===== config.mk =====
export PLATFORM = sky130hd
export DESIGN_NAME = coalesce_sequencer
export DESIGN_NICKNAME = d
export VERILOG_FILES = /design/src/rtl/coalesce_sequencer.sv
export SDC_FILE = /design/constraint.sdc
export NUM_CORES = 2
export LEC_CHECK = 0
export CAP_MARGIN = 20
export CORE_MARGIN = 2
export CORE_UTILIZATION = 23
export DETAILED_ROUTE_END_ITERATION = 16
export GPL_TIMING_DRIVEN = 1
export PLACE_DENSITY_LB_ADDON = 0.12
export SYNTH_ARGS = -nofsm -noshare
export SYNTH_HDL_FRONTEND = slang
export SYNTH_SLANG_ARGS = --single-unit

===== constraint.sdc =====
create_clock -name clk -period 24.8 [get_ports clk]
set_clock_uncertainty 0.1 [all_clocks]
set_input_delay 4.96 -clock clk [delete_from_list [all_inputs] [get_ports clk]]
set_output_delay 4.96 -clock clk [all_outputs]
set_load 0.01 [all_outputs]

===== src/rtl/coalesce_sequencer.sv =====
// coalesce_sequencer: groups a warp's active lanes by segment tag and issues one memory transaction per segment.
// Optional COALESCE_STATS_EN adds txn_count, the number of handshakes for the last warp.
module coalesce_sequencer #(
  parameter int NUM_LANES = 32,
  parameter int LANE_LOG  = 5,
  parameter int ADDR_W    = 32,
  parameter int SEG_LOG   = 6
) (
  input  logic                          clk,
  input  logic                          rst_n,
  input  logic                          in_valid,
  output logic                          in_ready,
  input  logic [NUM_LANES*ADDR_W-1:0]   in_addr,
  input  logic [NUM_LANES-1:0]          in_mask,
  output logic                          mem_valid,
  input  logic                          mem_ready,
  output logic [ADDR_W-SEG_LOG-1:0]     mem_seg,
  output logic [LANE_LOG-1:0]           mem_lead,
  output logic [NUM_LANES-1:0]          mem_lanes,
  output logic                          done
`ifdef COALESCE_STATS_EN
  , output logic [LANE_LOG:0]           txn_count
`endif
);
  typedef enum logic [1:0] {IDLE, SCAN, ISSUE, DONE} state_t;
  state_t state;
  logic [NUM_LANES-1:0][ADDR_W-1:0] addr_q;
  logic [NUM_LANES-1:0] pend_q, match, rest;
  logic [LANE_LOG-1:0] lead;
  logic [ADDR_W-SEG_LOG-1:0] tag;
  logic unused_off;
  // Descending scan leaves the lowest pending lane as the leader.
  always_comb begin
    lead = '0;
    unused_off = 1'b0;
    for (int i = NUM_LANES - 1; i >= 0; i--) lead = pend_q[i] ? LANE_LOG'(i) : lead;
    tag = addr_q[lead][ADDR_W-1:SEG_LOG];
    for (int i = 0; i < NUM_LANES; i++) begin
      match[i] = pend_q[i] && (addr_q[i][ADDR_W-1:SEG_LOG] == tag);
      unused_off = unused_off ^ (^addr_q[i][SEG_LOG-1:0]);
    end
  end
  assign rest = pend_q & ~mem_lanes;
  always_ff @(posedge clk)
    if (state == IDLE && in_valid) addr_q <= in_addr;
  always_ff @(posedge clk or negedge rst_n) begin
    if (!rst_n) begin
      state     <= IDLE;
      in_ready  <= 1'b1;
      mem_valid <= 1'b0;
      done      <= 1'b0;
      mem_seg   <= '0;
      mem_lead  <= '0;
      mem_lanes <= '0;
      pend_q    <= '0;
`ifdef COALESCE_STATS_EN
      txn_count <= '0;
`endif
    end else begin
      case (state)
        IDLE: if (in_valid) begin
          pend_q   <= in_mask;
          in_ready <= 1'b0;
          done     <= in_mask == '0;
          state    <= in_mask == '0 ? DONE : SCAN;
`ifdef COALESCE_STATS_EN
          txn_count <= '0;
`endif
        end
        SCAN: begin
          mem_lead  <= lead;
          mem_seg   <= tag;
          mem_lanes <= match;
          mem_valid <= 1'b1;
          state     <= ISSUE;
        end
        ISSUE: if (mem_ready) begin
          pend_q    <= rest;
          mem_valid <= 1'b0;
          done      <= rest == '0;
          state     <= rest == '0 ? DONE : SCAN;
`ifdef COALESCE_STATS_EN
          txn_count <= txn_count + (LANE_LOG+1)'(1);
`endif
        end
        DONE: begin
          done     <= 1'b0;
          in_ready <= 1'b1;
          state    <= IDLE;
        end
      endcase
    end
  end
endmodule

Word level (Yosys, flattened, before mapping). Cells that the tools add are included. W data, S select, Z words.

Register bits after elaboration: 1124. Latch bits: 0. RAM bits: 0. ROM bits: 0. Input bits: 1060. Output and inout port bits: 66. Word-level logic and storage cells: 174. Memories kept: 0.

Add/subtract/negate cells: 0. Multiply operators: 0. Divide/modulo/power cells: 0. Magnitude comparators: 1. Eq/ne operators: 37. Shift-type cells: 0. Mux-type cells: 49. Bitwise logic cells: 2. Reductions and logical operators: 45.

Operator list (number): $eq A26 B26 Y1 (32); $bmux W32 S5 (1); $mux W5 (32); $mux W32 (3); $logic_not A32 Y1 (2); $pmux W32 S2 (1); $logic_and A1 B1 Y1 (33); $and A32 B32 Y32 (1); $not A32 Y32 (1); $mux W2 (4); $pmux W2 S4 (1); $lt A5 B6 Y1 const B (1); $reduce_and A2 Y1 (3); $reduce_and A3 Y1 (2); $reduce_bool A2 Y1 (3); $eq A2 B2 Y1 const B (2); $mux W1 (4); $ne A2 B2 Y1 const B (2); $pmux W1 S2 (2); $pmux W1 S3 (1); $reduce_bool A3 Y1 (1); $eq A2 B1 Y1 const B (1); $logic_not A2 Y1 (1).

Depth between registers and ports, before layout.
Word-level depth: 36. Depth in mapped cells: 20. Depth with buffers taken out: 12.

Worst setup path after synthesis. No wires, ideal clock.

Path type: input to register. From: input port in_valid. To: register pend_q[22]. Setup time: 0.158 ns. Data arrival time: 29.934 ns. Setup slack: -5.392 ns. Stages: 4. Cell sequence: nand2b_1 nor2_1 clkbuf_1 a22o_1.

Word-level cells in the longest chain between the ends: 2.

RTL lines: from (decl) (line 11) `input logic in_valid,`; $ne A2 B2 Y1 (no source line); $reduce_and A3 Y1 (no source line); to (signal assigned) (line 62) `pend_q <= in_mask;`; to (signal assigned) (line 78) `pend_q <= rest;`; to (decl) (line 28) `logic [NUM_LANES-1:0] pend_q, match, rest;`.

Every way passes these cells. A chain may end at the register's enable or synchronous reset.

Worst setup path after layout.
From: input port in_valid. To: register addr_q[154] (netlist name) (enable).

Word-level cells in the longest chain between the ends: 1.

RTL lines: $logic_and A1 B1 Y1 (line 45) `if (state == IDLE && in_valid) addr_q <= in_addr;`; to (signal assigned) (line 45); to (decl) (line 27) `logic [NUM_LANES-1:0][ADDR_W-1:0] addr_q;`.

Every way passes these cells.

==> summary.txt <==
Die
  – Die height: between 400 and 500 um
  – Die Wd: between 400 and 500 um
  – I/O Pins: ~1.1k
  – Core region area: 199000 um2
  – Initial Utilization: between 20% and 30%
  – Num rows: around 160
  – Die area: 204000 um2

Timing
  – Minimum clock period: 8710 ps
  – Hold Fails Final Rpt: 0
  – Worst-Margin Slew: 1220 ps
  – Final slew viol count: 0
  – Max Clock Freq: about 110 MHz
  – Fin crit share: a little over a third
  – Setup Viol. Count Final: 0
  – Setup TNS: 0 ps
  – Slew HR: between 10% and 20%
  – RSZ-0062 raised after global routing: no

Final layout
  – Fin nets: 5448
  – Area grow syn2layout: 36.2%
  – # fillers: approximately 20k
  – Util after Layout: around a third
  – Share of cells above drive strength 1: under 10%

Pwr
  – Power per Cell Area: 177 nW/um2
  – VDD IR max: ~160 uV
  – Share of power burned in registers: around 23%
  – Sw Ratio: roughly 50%
  – Pleak: approximately 21 nW
  – Logic pwr share: between 60% and 70%
  – Net switching power: ~0.0055 W
  – Internal: roughly 0.0056 W
  – Clk pwr share: approximately 17%

Global routing
  – GRT Total Usage: a little over a quarter
  – Initial antenna violation count: between 100 and 150
  – First-pass GRT wire length: about 350 mm
  – Vias in the first global route: approximately 35k
  – Largest net degree at the start of global routing: around 150
  – Grt ovf: 0

Synthesis
  – Commonest cells post-synth: edfxtp_1 (832), xnor2_1 (646), nand2_1 (330)
  – Sequential fraction of the synthesis area: 59.7%
  – Simple-gate share of the synthesized area: under 10%
  – Avg Cell Area, Syn: between 10 and 15 um2
  – Compound-Gate Fraction of Synth Area: 5.99%
  – Mux share of post-synthesis cell area: under 10%
  – Most common cell in the synthesized netlist: edfxtp_1
  – Area share of xor/xnor cells in the synthesized design: between 15 and 20%
  – Fraction of registers with async set/reset: a little over a tenth
  – Post-synth top area share: between 50% and 60%
  – Synthesized flop and latch total: about 930
  – Largest cells by area after synthesis: edfxtp_1 (54%), xnor2_1 (12%), dfrtp_1 (5.4%), mux2i_1 (3.6%), mux4_2 (3.2%)
  – Synth area leader: edfxtp_1
  – Adder-cell share of the synthesized area: 0%
  – Post-Syn Instances: around 3.4k
  – Main synth FF type: edfxtp_1
  – Unique masters post-synth: 78
  – Number of flops mapped to enable cells by yosys: 832
  – Syn_nets: between 4k and 5k
  – Ys Warns: 0
  – Main combinational cell family by area after synthesis: XOR/XNOR gates
  – Cell area after synthesis: 46000 um2

Clock network
  – Root Buffer Master: clkbuf_16
  – Worst-path clk slew: around 50 ps
  – Clk sinks: about 930
  – Skew-Pair Late Insertion Delay: between 700 and 800 ps
  – CTS Buf Count: between 100 and 150
  – CTS H-tree lvls: 3
  – Number of gates resized after cts: 0
  – Clk buf depth: 3
  – Hold-fix buffers, CTS: 0
  – Total setup buffers inserted after CTS: 0
  – CTS tree: yes

Job
  – Max Cap Violations: 0

Drt
  – Post-DR vias/cell: ~4.9
  – Drt wl/cell: 38.5 um
  – Total number of vias: about 35k
  – Final ANT Viol Nets: 0
  – Drt total wl: 277 mm
  – DRT iter0 DRCs: 4077
  – DRC viols: 0
  – TritonRoute pass-1 iters: 6

Critical path
  – Worst Path Max Fanout: 74
  – CP endpoint kind: register
  – Worst Path Required: 25080 ps
  – Critical path data arrival time: between 8000 and 9000 ps
  – Type of the worst setup path: in -> reg
  – Reg2Reg Setup Slack: roughly 17000 ps
  – CP startpoint kind: input port

Placed design
  – Buffers on Ports: between 900 and 1k
  – RePlAce Congestion: around 0.90
  – Post-detail-place hpwl: ~220 mm

Status
  – Status: complete, no violations

Worst hold path
  – Hold Crit Class: reg -> reg
[cell usage in the layout (no fill, tap or decap), types with 99 or more instances in the layout]
master and instances:
clkdlybuf4s50_1 932, edfxtp_1 832, xnor2_1 646, nand2_1 329, nor4_1 166, mux2i_1 164, xor2_1 160, clkbuf_16 121
nand4_1 120, buf_4 105, dfrtp_1 99
[through the flow]
step                instances  total power, W  hold slack, ps  setup WS, ps  cell area (um2)
floorplan                3436         0.00682             395          7860            46000
finish                   7187          0.0111             380         16090            62700
detailed placement       6922         0.00927             372         15350            58600
CTS                      7142          0.0111             386         16200            62600
global placement         6916         0.00927             361         15370            58500
global route             7177          0.0115             412         15920            62700
[registers in the layout (all words and copies together) (netlist names)]
signal and count:
addr_q 832, done 1, in_ready 1, mem_lanes 32, mem_lead 5, mem_seg 26, mem_valid 1, pend_q 32
state 2
[kinds of logic after synthesis]
logic type,count (synthesis)
flops,932
simple gates,815
xor+xnor,806
compound gates,387
buf+inv,254
mux,242
[cell type report]
class | count | area [um2] | area share [%]
Sequential cell | 932 | 27500 | 43.8
Multi-Input combinational cell | 2250 | 17400 | 27.7
Timing Repair Buffer | 1049 | 10300 | 16.4
Tap cell | 2656 | 3320 | 5.30
Clock buffer | 141 | 3140 | 5.01
Clock inverter | 79 | 868 | 1.38
Inverter | 38 | 143 | 0.227
Antenna cell | 42 | 105 | 0.168
[final timing paths]
path,cells past startpoint,from,endpoint
max reg2reg,16,pend_q[6],mem_lanes[28]
max,7,in_valid,addr_q[154]
min reg2reg,2,mem_seg[5],mem_seg[5]
min in group asynchronous,1,rst_n,pend_q[9]
min,2,mem_seg[5],mem_seg[5]
max in group asynchronous,2,rst_n,mem_lanes[4]
[power groups by stage]
stage	logic (W)	clock network [W]	registers [W]
floorplan	0.00423	0	0.00260
global placement	0.00669	0	0.00258
detailed placement	0.00668	0	0.00258
CTS	0.00671	0.00186	0.00256
global route	0.00700	0.00191	0.00258
finish	0.00669	0.00183	0.00256
[per-layer routing]
layer  global-route usage (%)  up-vias  part of all wire, %
li1                         -    14900                    -
met1                     32.7    18200                   40
met2                     45.1     1766                   50
met3                     4.02      415                  5.4
met4                     11.1       22                  4.4
met5                        0        -                0.052
[critical path, stage by stage]
cell             delay [ps]
clkdlybuf4s50_1         510
nand2b_1                170
nor2_4                  110
buf_4                   580
buf_4                   870
buf_4                   670
buf_4                   900
(Power assumes the default switching activity.)
